==> config.mk <==
export PLATFORM = sky130hd
export DESIGN_NAME = stream_demultiplexer
export DESIGN_NICKNAME = d
export VERILOG_FILES = /design/src/rtl/demux_pkg.sv /design/src/rtl/demux_channel_slot.sv /design/src/rtl/stream_demultiplexer.sv
export SDC_FILE = /design/constraint.sdc
export NUM_CORES = 1
export LEC_CHECK = 0
export CORE_MARGIN = 2
export CORE_UTILIZATION = 40
export CTS_CLUSTER_SIZE = 8
export DETAILED_ROUTE_END_ITERATION = 6
export PLACE_DENSITY = 0.74
export REMOVE_ABC_BUFFERS = 1
export SYNTH_ARGS = -nofsm -noshare
export SYNTH_HDL_FRONTEND = slang
export SYNTH_SLANG_ARGS = --single-unit
==> constraint.sdc <==
create_clock -name clk -period 1.6 [get_ports clk]
set_input_delay 0.4 -clock clk [delete_from_list [all_inputs] [get_ports clk]]
set_output_delay 0.4 -clock clk [all_outputs]
set_load 0.02 [all_outputs]
==> src/rtl/demux_pkg.sv <==
// demux_pkg: shared channel-count helper and slot record for the stream demultiplexer
package demux_pkg;

    localparam int DEFAULT_WIDTH = 16;

    typedef struct packed {
        logic                     valid;
        logic [DEFAULT_WIDTH-1:0] data;
    } slot_t;

    function automatic int num_channels(input int select_width);
        return 2 ** select_width;
    endfunction

endpackage

==> src/rtl/demux_channel_slot.sv <==
// demux_channel_slot: one-entry output register for a single demultiplexer channel
module demux_channel_slot #(
    parameter int WIDTH = 16
) (
    input  logic             clk,
    input  logic             reset,
    input  logic             load,
    input  logic [WIDTH-1:0] data_in,
    input  logic             out_ready,
    output logic             out_valid,
    output logic [WIDTH-1:0] data_out,
    output logic             free
);

    typedef struct packed {
        logic             valid;
        logic [WIDTH-1:0] data;
    } slot_t;

    slot_t q;

    // load wins over drain so a simultaneous drain+load keeps the slot full with the new word
    always_ff @(posedge clk) begin
        if (reset) q <= '0;
        else if (load) q <= '{valid: 1'b1, data: data_in};
        else if (out_ready) q.valid <= 1'b0;
    end

    assign free      = !q.valid || out_ready;
    assign out_valid = q.valid;
    assign data_out  = q.valid ? q.data : '0;

endmodule

==> src/rtl/stream_demultiplexer.sv <==
// stream_demultiplexer: routes a valid/ready stream to one or all registered output channels
module stream_demultiplexer
    import demux_pkg::*;
#(
    parameter int  WIDTH        = DEFAULT_WIDTH,
    parameter int  SELECT_WIDTH = 2,
    localparam int N            = num_channels(SELECT_WIDTH)
) (
    input  logic                    clk,
    input  logic                    reset,
    input  logic                    in_valid,
    output logic                    in_ready,
    input  logic [WIDTH-1:0]        data_in,
    input  logic [SELECT_WIDTH-1:0] index,
    input  logic                    broadcast,
    output logic [N-1:0]            out_valid,
    input  logic [N-1:0]            out_ready,
    output logic [WIDTH-1:0]        data_out [N]
);

    logic [N-1:0] target;
    logic [N-1:0] free;
    logic [N-1:0] load;

    // every targeted channel must be able to take the word, so broadcast is all-or-nothing
    assign in_ready = &(free | ~target);

    for (genvar i = 0; i < N; i++) begin : g_ch
        assign target[i] = broadcast || (index == SELECT_WIDTH'(i));
        assign load[i]   = in_valid && in_ready && target[i];
        demux_channel_slot #(.WIDTH(WIDTH)) u_slot (
            .clk       (clk),
            .reset     (reset),
            .load      (load[i]),
            .data_in   (data_in),
            .out_ready (out_ready[i]),
            .out_valid (out_valid[i]),
            .data_out  (data_out[i]),
            .free      (free[i])
        );
    end

endmodule

After elaboration in Yosys (flattened, before gate mapping)

Index checks and enable logic that the tools add are counted.

Bits in registers: 68
Word-level logic and storage cells: 48
Output and inout port bits: 69

Reduce and logical (&&, ||, !) cells: 23
Equal/unequal tests: 3
Bitwise logic cells: 2
Multiplexer cells: 12

Operators by type and width:

| operator                                      | number |
|---|---|
| two-way mux 16 bit                            | 4 |
| logical OR 1 bit                              | 8 |
| two-way mux 1 bit                             | 8 |
| nonzero test 2 bit                            | 4 |
| logical AND 1 bit                             | 5 |
| == test 2 bit, second input constant          | 2 |
| logical NOT 1 bit                             | 4 |
| inverter 4 bit                                | 1 |
| OR 4 bit                                      | 1 |
| AND reduction 4 bit                           | 1 |
| == test 2 x 1 -> 1 bit, second input constant | 1 |
| logical NOT 2 bit                             | 1 |

Logic depth before layout (Yosys ltp)

Word-level depth: 8
Gate-level depth with buffers: 7
Mapped depth without buffers: 5

Hierarchy

Synthesis repeated with hierarchy kept, for this count alone.

Cells, all modules: 309
Area total of the unflattened synthesis: 2997.9 um^2

By module, submodules not included:

| module               | cells an instance | area an instance (um^2) | times used |
|---|---|---|---|
| demux_channel_slot   | 73                | 721.9                   | 4 |
| stream_demultiplexer | 17                | 110.1                   | 1 |

Worst setup path after synthesis

OpenSTA, ideal clock, no wires.

Path type: reg-to-reg
Start: register g_ch[0].u_slot.q, in the netlist g_ch[0].u_slot.out_valid
End: register g_ch[1].u_slot.q[10] in the netlist's numbering
Arrival: 1.576 ns
Data required time: 1.472 ns
Slack: -0.104 ns
Buffers on the path: 2
Setup time: 0.128 ns
Cell stages (with the launch flop): 8
Period minus slack after synthesis: 1.704 ns
Path through: dfxtp_1 -> or2b_2 -> or2_4 -> nand4bb_1 -> buf_4 -> buf_6 -> mux2i_1 -> nor2_1

Longest elaborated chain between the ends: 6

RTL lines:

| element                         | line                       | source |
|---|---|---|
| start, declared                 | demux_channel_slot.sv:20   | `slot_t q;` |
| start signal, assigned          | demux_channel_slot.sv:25   | `else if (load) q <= '{valid: 1'b1, data: data_in};` |
| logical NOT 1 bit               | demux_channel_slot.sv:29   | `assign free = !q.valid \|\| out_ready;` |
| logical OR 1 bit                | demux_channel_slot.sv:29   |  |
| OR 4 bit                        | stream_demultiplexer.sv:26 | `assign in_ready = &(free \| ~target);` |
| AND reduction 4 bit             | stream_demultiplexer.sv:26 |  |
| logical AND 1 bit (2 in series) | stream_demultiplexer.sv:30 | `assign load[i] = in_valid && in_ready && target[i];` |
| end signal, assigned            | demux_channel_slot.sv:25   |  |
| end, declared                   | demux_channel_slot.sv:20   |  |

No other way between the ends.
A chain may end at the register's enable or synchronous reset.

Worst setup path in the final report

Start: register g_ch[0].u_slot.q, in the netlist g_ch[0].u_slot.out_valid
End: output in_ready

Longest elaborated chain between the ends: 4

RTL lines:

| element             | line                       | source |
|---|---|---|
| logical NOT 1 bit   | demux_channel_slot.sv:29   |  |
| logical OR 1 bit    | demux_channel_slot.sv:29   |  |
| OR 4 bit            | stream_demultiplexer.sv:26 |  |
| AND reduction 4 bit | stream_demultiplexer.sv:26 |  |
| end, declared       | stream_demultiplexer.sv:12 | `output logic in_ready,` |

No other way between the ends.

==> metrics list <==
* Global-route wire length before repair: about 14 mm
- Flip-flop and latch count after synthesis: 68
- Area fraction in compound gates after synthesis: about 2.4%
- The core region is a little under 0.008 mm2.
* Lkg Pwr: 2.30 nW
* Kind of critical path: reg -> out
* Type of destination of the critical path: output port
- Port Buf Inserts: 94
- Die height: around 93 um
- Power Dens Cells: approximately 810 mW/mm2
* Finished Cell Area: approximately 0.0049 mm2
* Proportion of synthesized chip area in sequential cells: between 40% and 50%
* Number of different library cells in the post-synthesis netlist: 29
* Outcome: finished with violations
* Final critical-path required period: approximately 1.8 ns
- For this design, the CTS-stage hold fixing added 0 buffers.
- In the finished design, the share of the clock period the worst path needs comes to 115%.
- Cell count after synthesis: roughly 330
- Detail-routed net length per standard cell: roughly 16 um
- At the end of routability-driven placement, the weighted congestion stood at between 0.7 and 0.8.
- In this run, CTS created clock tree buffers numbering 9.
- Worst setup margin: -0.242 ns
* Initial DRC Count: 70
* Synthesized-area fraction occupied by adder cells: 0%
* Clock tree from TritonCTS: done
- Clock tree synthesis found a total of 68 sinks.
- Final core utilization: roughly 63%
- At the pin with the least slew margin, the transition time is approximately 0.32 ns.
- Floorplan row count: 32
* Die Width: ~93 um
* Clock latency of the later-clocked register in the worst-skew pair: approximately 0.33 ns
* Average cell area after synthesis: 9.71 um2
* Data required time at the worst endpoint: between 1 and 1.5 ns
- In this run the worst hold path is classified as in -> reg.
* Leading cell type in the layout, fill and taps excluded: sky130_fd_sc_hd__dfxtp_1
- Overall power consumption after layout is estimated at between 3 and 4 mW.
* Net count reported at finish: approximately 470
- The final number of max-transition violations was 0.
- In the global route stage, overall resource usage came out at between 20% and 30%.
- The initial antenna violation count came to 0.
* Count of antenna-violating nets left after detailed routing: 0
* Routed WL: 9.11 mm
- Unrepaired setup endpoints after global routing: yes
- Maximum count of clock buffers along a single path: 2
- The checks that failed: setup timing.
- Max-slew headroom at the worst pin: approximately four fifths
- After synthesis, the share of cell area in mux cells is approximately a fifth.
* Setup violators final: around 110
* Highest ir drop seen on vdd: around 0.64 mV
- Of the cells placed in the final design, the portion with a size suffix greater than 1 is just under 40%.
* Max H-tree Level: 3
* Via count of the first global-routing pass: 2713
- Clock tree synthesis selected as its root buffer the cell sky130_fd_sc_hd__clkbuf_8.
- By area, the combinational part of the netlist is dominated by simple AND/OR/NAND/NOR gates.
- Timing would allow up to roughly 540 MHz.
* Endpoints failing hold: 0
- The worst setup path is launched from a flop.
- Once placement finished, the instance area stood at 0.00433 mm2.
- Detailed-placement wirelength estimate: approximately 5.2 mm
* Synthesized cell area: ~0.0032 mm2
- After detailed routing, the number of remaining DRC violations is 0.
- In this run the count of I/O pins placed on the die edge is 95.
- Worst clock skew on the final layout: 0.00757 ns
* Pin count of the biggest net entering global routing: 85
- Vias per cell: about 4.8
- Clock slew at the register clock pins of the worst setup and hold paths: 0.07 ns
* Area overhead of the layout relative to synthesis: 53.5%
* Number of optimization iterations in the first detailed-route pass: 4
- Once the floorplan was initialized, standard cells occupied about two fifths of the core.
* Simple-gate area share of the yosys netlist: around 30%
- During synthesis, Yosys emitted a total of 0 warnings.
* Xor/xnor share of the synthesized area: 0%
- Critical path arrival: 1.44 ns
* Total Die Area: approximately 0.0087 mm2
* Commonest cells after routing, fill and taps aside: sky130_fd_sc_hd__dfxtp_1 (64), sky130_fd_sc_hd__mux2i_1 (62), sky130_fd_sc_hd__nand2b_1 (49), sky130_fd_sc_hd__buf_6 (41), sky130_fd_sc_hd__nor2_1 (34)
* Max_cap viols: 0
* Antenna diode count: 0
- Via count of the routed design: between 2000 and 3000
- Critical-path maximum fanout: 2
- Final-layout fill cell count: 651
* Final global-route overflow total: 0
path summary, 6_finish.rpt:
path | from | to | slack, ns | cells past startpoint
max | g_ch[0].u_slot.out_valid$_SDFFE_PP0P_ | in_ready | -0.24 | 5
min | out_ready[0] | g_ch[0].u_slot.out_valid$_SDFFE_PP0P_ | 0.47 | 3
min reg2reg | g_ch[0].u_slot.q[1]$_SDFFE_PP0P_ | g_ch[0].u_slot.q[1]$_SDFFE_PP0P_ | 0.47 | 2
max reg2reg | g_ch[1].u_slot.out_valid$_SDFFE_PP0P_ | g_ch[0].u_slot.q[3]$_SDFFE_PP0P_ | -0.15 | 7
through the flow:
stage	setup TNS [ns]	instances	worst slack [ns]	hold WS [ns]
finish	-8.71	552	-0.242	0.466
detailed placement	-53.71	522	-0.944	0.457
floorplan	-33.68	304	-0.618	0.443
CTS	-12.35	549	-0.253	0.446
global placement	-49.80	522	-0.860	0.454
global route	-14.99	552	-0.277	0.475
critical path, stage by stage, from the launching register on:
cell,delay (ns)
sky130_fd_sc_hd__dfxtp_2,0.32
sky130_fd_sc_hd__or2b_4,0.26
sky130_fd_sc_hd__or2_4,0.25
sky130_fd_sc_hd__nand3_4,0.11
sky130_fd_sc_hd__nor2_4,0.04
sky130_fd_sc_hd__buf_6,0.13
cell type report:
class | count | area [um2] | area share, %
multi-input cells | 236 | 1840 | 37.5
repair buffers | 130 | 1400 | 28.5
flip-flops and latches | 68 | 1370 | 28.0
clock buffers | 11 | 141 | 2.88
well taps | 102 | 128 | 2.60
clock inverters | 5 | 27.5 | 0.561
kinds of logic after synthesis:
| kind of cell | count (synthesis) |
|---|---|
| simple gates | 162 |
| flops | 68 |
| compound gates | 10 |
| mux | 64 |
| buf+inv | 25 |
synth_stat cells:
cell type                   number  area share, %
sky130_fd_sc_hd__a21oi_1         4           0.63
sky130_fd_sc_hd__and2_1         64             13
sky130_fd_sc_hd__and2b_1         1           0.24
sky130_fd_sc_hd__and2b_2         1           0.27
sky130_fd_sc_hd__buf_12          1           0.63
sky130_fd_sc_hd__buf_4           6            1.4
sky130_fd_sc_hd__buf_6           4            1.4
sky130_fd_sc_hd__clkbuf_1       14            1.6
sky130_fd_sc_hd__dfxtp_1        68             43
sky130_fd_sc_hd__mux2i_1        64             20
sky130_fd_sc_hd__nand2b_1       49            9.6
sky130_fd_sc_hd__nand3_2         1           0.31
sky130_fd_sc_hd__nand3b_1        1           0.24
sky130_fd_sc_hd__nand4b_1        1           0.27
sky130_fd_sc_hd__nand4bb_1       1           0.35
sky130_fd_sc_hd__nor2_1         35            4.1
sky130_fd_sc_hd__nor2b_1         1           0.20
sky130_fd_sc_hd__nor3_1          1           0.16
sky130_fd_sc_hd__nor3_2          1           0.31
sky130_fd_sc_hd__o21ai_0         1           0.16
sky130_fd_sc_hd__o21ai_1         1           0.16
sky130_fd_sc_hd__o21ai_2         1           0.27
sky130_fd_sc_hd__o21ba_2         1           0.31
sky130_fd_sc_hd__o21ba_4         1           0.51
sky130_fd_sc_hd__o21bai_2        1           0.35
sky130_fd_sc_hd__or2_4           1           0.27
sky130_fd_sc_hd__or2b_2          2           0.55
sky130_fd_sc_hd__or3_1           1           0.20
sky130_fd_sc_hd__or3_2           1           0.24
report_power, final:
part	internal (mW)	switching (mW)
Sequential	1.81	0.0572
Combinational	0.471	0.408
Clock	0.595	0.642
flip-flops by register name (all words and copies together) (netlist names):
signal and cells:
g_ch.u_slot.q 64, g_ch.u_slot.out_valid 4
what timing repair did:
item / in CTS / in global routing
cloned: 5 / 3
pin swaps: 5 / 10
gates resized for setup: 304 / 112
endpoints found under the setup margin: 137 / 122
buffers inserted: 6 / 1
layer usage:
metal | vias to the layer above | GRT usage (%) | share of wire (%)
met3 | 14 | 4.03 | 4.9
met2 | 74 | 35.6 | 49
met4 | 0 | 6.99 | 1.8
met5 | - | 0 | 0
li1 | 1294 | - | -
met1 | 1280 | 25.7 | 44
Power figures use the tool's default switching activity.
